## src/rtl/core_pkg.sv

```systemverilog
// Shared core constants: immediate formats, RV32I base opcodes, canonical NOP.
// Imported by the decode-side fetch buffer and its immediate-type decoder.
package core_pkg;

    localparam logic [2:0] IMM_TYPE_NONE  = 3'b000;
    localparam logic [2:0] IMM_TYPE_SHAMT = 3'b001;
    localparam logic [2:0] IMM_TYPE_I     = 3'b010;
    localparam logic [2:0] IMM_TYPE_S     = 3'b011;
    localparam logic [2:0] IMM_TYPE_B     = 3'b100;
    localparam logic [2:0] IMM_TYPE_U     = 3'b101;
    localparam logic [2:0] IMM_TYPE_J     = 3'b110;

    localparam logic [6:0] OPCODE_OP     = 7'b0110011;
    localparam logic [6:0] OPCODE_OP_IMM = 7'b0010011;
    localparam logic [6:0] OPCODE_LOAD   = 7'b0000011;
    localparam logic [6:0] OPCODE_STORE  = 7'b0100011;
    localparam logic [6:0] OPCODE_BRANCH = 7'b1100011;
    localparam logic [6:0] OPCODE_LUI    = 7'b0110111;
    localparam logic [6:0] OPCODE_AUIPC  = 7'b0010111;
    localparam logic [6:0] OPCODE_JAL    = 7'b1101111;
    localparam logic [6:0] OPCODE_JALR   = 7'b1100111;
    localparam logic [6:0] OPCODE_FENCE  = 7'b0001111;
    localparam logic [6:0] OPCODE_SYSTEM = 7'b1110011;

    localparam logic [2:0] FUNCT3_SLLI   = 3'b001;
    localparam logic [2:0] FUNCT3_SRXI   = 3'b101;

    localparam logic [31:0] NOP_INSTR    = 32'h0000_0013;

endpackage

```

## src/rtl/imm_type_decode.sv

```systemverilog
// Combinational immediate-format classifier for one RV32I instruction word.
// Flags anything outside the RV32I base opcode set as illegal.
module imm_type_decode (
    input  logic [31:0] instr,
    output logic [2:0]  imm_cntrl,
    output logic        illegal
);
    import core_pkg::*;

    logic [6:0] opc;
    logic [2:0] f3;
    logic       unused_fields;

    assign opc = instr[6:0];
    assign f3  = instr[14:12];
    assign unused_fields = ^{instr[31:15], instr[11:7]};

    // Every base opcode ends in 2'b11, so bad low bits fall into default.
    always_comb begin
        imm_cntrl = IMM_TYPE_NONE;
        illegal   = 1'b0;
        unique case (1'b1)
            opc == OPCODE_OP_IMM: begin
                if (f3 == FUNCT3_SLLI || f3 == FUNCT3_SRXI)
                    imm_cntrl = IMM_TYPE_SHAMT;
                else
                    imm_cntrl = IMM_TYPE_I;
            end
            opc == OPCODE_LOAD:   imm_cntrl = IMM_TYPE_I;
            opc == OPCODE_JALR:   imm_cntrl = IMM_TYPE_I;
            opc == OPCODE_STORE:  imm_cntrl = IMM_TYPE_S;
            opc == OPCODE_BRANCH: imm_cntrl = IMM_TYPE_B;
            opc == OPCODE_LUI:    imm_cntrl = IMM_TYPE_U;
            opc == OPCODE_AUIPC:  imm_cntrl = IMM_TYPE_U;
            opc == OPCODE_JAL:    imm_cntrl = IMM_TYPE_J;
            opc == OPCODE_OP:     imm_cntrl = IMM_TYPE_NONE;
            opc == OPCODE_FENCE:  imm_cntrl = IMM_TYPE_NONE;
            opc == OPCODE_SYSTEM: imm_cntrl = IMM_TYPE_NONE;
            default: begin
                imm_cntrl = IMM_TYPE_NONE;
                illegal   = 1'b1;
            end
        endcase
    end

endmodule

```

## src/rtl/id_fetch_buffer.sv

```systemverilog
// Fetch-to-decode instruction FIFO with flush, and head immediate-format
// classification feeding the immediate extender.
module id_fetch_buffer #(
    parameter int          DEPTH     = 2,
    parameter int          XLEN      = 32,
    parameter logic [31:0] NOP_INSTR = core_pkg::NOP_INSTR
) (
    input  logic            clk,
    input  logic            reset,
    input  logic            flush,
    input  logic            in_valid,
    output logic            in_ready,
    input  logic [XLEN-1:0] in_pc,
    input  logic [31:0]     in_instr,
    input  logic            in_pred,
    output logic            out_valid,
    input  logic            out_ready,
    output logic [XLEN-1:0] out_pc,
    output logic [31:0]     out_instr,
    output logic            out_pred,
    output logic [2:0]      imm_cntrl,
    output logic [24:0]     imm_src,
    output logic            out_illegal
);
    import core_pkg::*;

    localparam int CW = $clog2(DEPTH + 1);
    localparam int PW = $clog2(DEPTH);
    localparam logic [CW-1:0] DEPTH_C = CW'(DEPTH);

    logic [CW-1:0]   count;
    logic [PW-1:0]   rd_ptr;
    logic [PW-1:0]   wr_ptr;
    logic [XLEN-1:0] pc_q    [DEPTH];
    logic [31:0]     instr_q [DEPTH];
    logic            pred_q  [DEPTH];

    logic            push;
    logic            pop;
    logic [2:0]      dec_cntrl;
    logic            dec_illegal;

    assign in_ready  = (count < DEPTH_C);
    assign out_valid = (count != '0);
    assign push      = in_valid && in_ready;
    assign pop       = out_valid && out_ready;

    always_ff @(posedge clk) begin
        if (reset) begin
            count  <= '0;
            rd_ptr <= '0;
            wr_ptr <= '0;
        end else if (flush) begin
            count  <= '0;
            rd_ptr <= '0;
            wr_ptr <= '0;
        end else begin
            if (push)
                wr_ptr <= wr_ptr + PW'(1);
            if (pop)
                rd_ptr <= rd_ptr + PW'(1);
            if (push && !pop)
                count <= count + CW'(1);
            else if (pop && !push)
                count <= count - CW'(1);
        end
    end

    // Payload storage is intentionally left unreset; count gates visibility.
    always_ff @(posedge clk) begin
        if (push && !flush && !reset) begin
            pc_q[wr_ptr]    <= in_pc;
            instr_q[wr_ptr] <= in_instr;
            pred_q[wr_ptr]  <= in_pred;
        end
    end

    assign out_pc    = out_valid ? pc_q[rd_ptr]    : '0;
    assign out_instr = out_valid ? instr_q[rd_ptr] : NOP_INSTR;
    assign out_pred  = out_valid ? pred_q[rd_ptr]  : 1'b0;
    assign imm_src   = out_instr[31:7];

    imm_type_decode u_dec (
        .instr     (out_instr),
        .imm_cntrl (dec_cntrl),
        .illegal   (dec_illegal)
    );

    assign imm_cntrl   = out_valid ? dec_cntrl : IMM_TYPE_NONE;
    assign out_illegal = out_valid && dec_illegal;

endmodule

```

## config.mk

```make
export PLATFORM = sky130hd
export DESIGN_NAME = id_fetch_buffer
export DESIGN_NICKNAME = d
export VERILOG_FILES = /design/src/rtl/core_pkg.sv /design/src/rtl/imm_type_decode.sv /design/src/rtl/id_fetch_buffer.sv
export SDC_FILE = /design/constraint.sdc
export NUM_CORES = 1
export LEC_CHECK = 0
export BUFFER_PORTS_ARGS = -buffer_cell sky130_fd_sc_hd__buf_4
export CAP_MARGIN = 20
export CORE_ASPECT_RATIO = 1.2
export CORE_MARGIN = 1.5
export CORE_UTILIZATION = 42
export DETAILED_ROUTE_END_ITERATION = 10
export MAX_ROUTING_LAYER = met4
export PLACE_DENSITY = 0.67
export SYNTH_ARGS = -nofsm -noshare
export SYNTH_HDL_FRONTEND = slang
export SYNTH_SLANG_ARGS = --single-unit
```

## constraint.sdc

```tcl
create_clock -name clk -period 6.8 [get_ports clk]
set_input_delay 0.68 -clock clk [delete_from_list [all_inputs] [get_ports clk]]
set_output_delay 0.68 -clock clk [all_outputs]
set_load 0.01 [all_outputs]
```

==> impl_results.md <==
- Final ANT Viol Nets: 0
- Width of the chip: about 110 microns
- Clock tree from TritonCTS: yes
- P per Cell Area: 281.8 nW/um^2
- Detailed Route Iter0 Violations: about 140
- Distinct cell type count after synthesis: 39
- Row count: between 40 and 50
- DR vias/cell: approximately 4.8
- Worst Path Max Fanout: 52
- Outcome: finished clean
- HP Class: input pin to flip-flop
- Number of register bits inferred by synthesis: 135
- PostCTS Resize Cnt: 0
- Headroom to the max-slew limit: 0.3656
- Sinks on Clock Net: approximately 140
- Sum of overflow across all layers after global routing: 0
- Worst vdd rail ir drop: 158.3 uV
- Wire length reported by the detailed router: approximately 10,000 microns
- Sum Neg Setup Slack: 0 ns
- H-tree levels: 4
- Post-route minimum period: between 3 and 4 ns
- Final hold violation count: 0
- Number of antenna violations at the first check in global routing: 0
- Worst reg2reg path depth: 9
- Cell area after technology mapping: between 5000 and 6000 sq um
- Cells after Synth: ~350
- Pin count of the biggest net entering global routing: slightly below 70
- Share of the clock period used by the worst path after layout: 0.5356
- Count of endpoints failing setup in the final report: 0
- Routability cong.: ~0.70
- Kind of end point of the critical path: output pin
- Post-layout power: about 2 mW
- Post-Route Skew: just over 0.009 ns
- Hold buffer count at CTS: 0
- Wire length of the first global-routing pass: between 15,000 and 20,000 microns
- Sequential fraction of the synthesis area: 0.7298
- Internal reg-to-reg setup slack: about 4.7 ns
- LEAKAGE: 2.713 nW
- Half-perimeter wire length of the detailed placement result: approximately 6600 microns
- Combined global-route utilization of all metal layers: 0.1572
- Number of enable-type register cells in the synthesized netlist: between 100 and 150
- Worst Path Required: around 6.1 ns
- Hold-critical path depth: 1
- Longest Clk Path Bufs: 2
- Final routed DRC violation total: 0
- Terminating pin of the worst hold path: pc_q[0][18]$_DFFE_PP_
- Destination of the worst register-to-register timing path: count[1]$_SDFFE_PP0P_
- Number of warnings reported in the yosys synthesis log: 0
- I/O pin count: between 150 and 200
- Via count: approximately 3,300
- Pins over their slew limit: 0
- Syn_area_per_cell: between 15 and 20 sq um
- Upper clock frequency limit: between 0.2 and 0.3 GHz
- Detailed-router iteration count before antenna repair: 6
- WS Path Type: flip-flop to output pin
- Post-synthesis async set-or-reset flop share: 0
- CTS clk-pin slew, worst paths: 0.06 ns
- Number of global-route vias before repair: around 3,200
- Fraction of layout instances using a drive strength above 1: 0.3996
- Die Footprint: roughly 14,000 sq um
- Arrival time reported for the critical path endpoint: approximately 3 ns
- Total inserted antenna cells: 0
- P&R area growth vs syn: 32.54%
- RSZ-0062 raised after global routing: no
- Number of buffers inserted by port buffering: approximately 170
- # nets final: around 570
- Number of max-cap violations: 0
- Worst hold margin: 0.4553 ns
- Worst Tran Pin Value: roughly 0.95 ns
- Critical path launch point type: flip-flop
- Number of buffers added by the clock tree synthesis step: 17
- Root cell of the clock tree: sky130_fd_sc_hd__clkbuf_16
- Min-Delay Startpoint: in_pc[18]
- Number of setup buffers added after CTS: 0
- Nets in the synthesized netlist: around 420
- Die outline height: about 130 microns
- Area of the core: 12,720 sq um
- Average wire length per cell after detail routing: around 15 microns
- Initial core utilization: 0.4312
- Top_reg_cell synth: sky130_fd_sc_hd__edfxtp_1
- Worst R2R Start: count[1]$_SDFFE_PP0P_
- Source-to-sink clock delay at the later pin of the worst-skew pair: about 0.40 ns
- Filler Cells Inserted: between 1,000 and 1,500
[cells by family after synthesis]
group                    after synthesis  synth area share
AO/OA/AOI/OAI                         14           0.01870
multiplexers                          66            0.1215
XOR/XNOR                               5          0.007983
buffers and inverters                 44           0.05017
adder cells (fa/ha/maj)                1          0.002280
flip-flops                           135            0.7298
AND/OR/NAND/NOR                       88           0.06956
[cell usage in the layout, fill, tap and decap left out, types with 2 or more instances in the layout]
cell type	count
sky130_fd_sc_hd__xor2_1	3
sky130_fd_sc_hd__clkinv_4	3
sky130_fd_sc_hd__clkinv_2	4
sky130_fd_sc_hd__edfxtp_1	130
sky130_fd_sc_hd__nor2_1	62
sky130_fd_sc_hd__clkbuf_16	17
sky130_fd_sc_hd__a21o_1	2
sky130_fd_sc_hd__bufinv_16	2
sky130_fd_sc_hd__nor2_4	3
sky130_fd_sc_hd__a21oi_1	2
sky130_fd_sc_hd__mux2i_1	64
sky130_fd_sc_hd__nand2_1	6
sky130_fd_sc_hd__nor3_1	6
sky130_fd_sc_hd__dfxtp_1	4
sky130_fd_sc_hd__o21ai_0	2
sky130_fd_sc_hd__clkinv_1	3
sky130_fd_sc_hd__xnor2_1	2
sky130_fd_sc_hd__nand3_1	3
sky130_fd_sc_hd__inv_1	3
sky130_fd_sc_hd__buf_4	168
[cell usage after synthesis, types with 2 or more instances]
cell                       instances  area [sq um]
sky130_fd_sc_hd__nand3_1           3         15.01
sky130_fd_sc_hd__xnor2_1           2         17.52
sky130_fd_sc_hd__nand2_1           6         22.52
sky130_fd_sc_hd__nor3_1            6         30.03
sky130_fd_sc_hd__inv_1             3         11.26
sky130_fd_sc_hd__o21ai_0           2         10.01
sky130_fd_sc_hd__a21oi_1           2         10.01
sky130_fd_sc_hd__buf_4            25         187.7
sky130_fd_sc_hd__mux2i_1          64         640.6
sky130_fd_sc_hd__clkbuf_1          6         22.52
sky130_fd_sc_hd__a21o_1            2         15.01
sky130_fd_sc_hd__buf_2             7         35.03
sky130_fd_sc_hd__nor2_1           63         236.5
sky130_fd_sc_hd__edfxtp_1        130          3904
sky130_fd_sc_hd__nor2_4            2         22.52
sky130_fd_sc_hd__xor2_1            3         26.28
sky130_fd_sc_hd__dfxtp_1           5         100.1
[where the power goes]
group / switching (mW) / internal [mW] / total [mW]
Sequential: 0.00798 / 0.934 / 0.942
Combinational: 0.129 / 0.120 / 0.249
Clock: 0.323 / 0.535 / 0.858
[through the flow]
stage	std cells	worst slack (ns)	area (sq um)	util
after floorplan	353	2.598	5487	-
after global placement	645	3.677	6709	0.5272
after detailed placement	645	3.574	6709	0.5272
after CTS	677	3.125	7272	0.5715
after global routing	677	3.021	7272	0.5715
final	677	3.158	7272	0.5715
[sequential cells by signal, summed over array words and instances (netlist names), named ones only]
register  count
count         2
pc_q         64
pred_q        2
wr_ptr        1
rd_ptr        1
instr_q      64
[routing by layer]
layer  part of all wire  global-route usage
met2               0.49              0.2514
met4              0.016             0.07276
met1               0.43              0.1861
met3              0.062             0.04169
met5                  0                   -
[area by class of cell]
class	instances	area (sq um)	share of cell area
tap	164	205.2	0.02822
multi-input combinational	174	1220	0.1678
inverter	4	15.01	0.002065
timing repair buffer	168	1261	0.1734
clock inverter	14	133.9	0.01841
sequential	135	4008	0.5511
clock buffer	18	429.2	0.05902
[how the worst max path moves through the flow]
| stage | endpoint | slack (ns) | start | cells past startpoint |
|---|---|---|---|---|
| after detailed placement | out_illegal | 3.57 | flip-flop | 7 |
| after floorplan | instr_q[0][0]$_DFFE_PP_ | 2.60 | in_valid | 3 |
| after global routing | out_illegal | 3.02 | flip-flop | 7 |
| after CTS | out_illegal | 3.13 | flip-flop | 7 |
| after global placement | imm_cntrl[0] | 3.68 | flip-flop | 7 |
| final | out_illegal | 3.16 | flip-flop | 7 |
[worst max-delay path, stage by stage (launching register included)]
cell	delay [ns]
sky130_fd_sc_hd__dfxtp_4	0.53
sky130_fd_sc_hd__buf_4	0.71
sky130_fd_sc_hd__mux2i_1	0.24
sky130_fd_sc_hd__nor2_4	0.23
sky130_fd_sc_hd__o31a_1	0.20
sky130_fd_sc_hd__a21oi_1	0.06
sky130_fd_sc_hd__a311oi_1	0.32
sky130_fd_sc_hd__buf_4	0.18
Note: power is estimated with default switching activity, not from simulation.
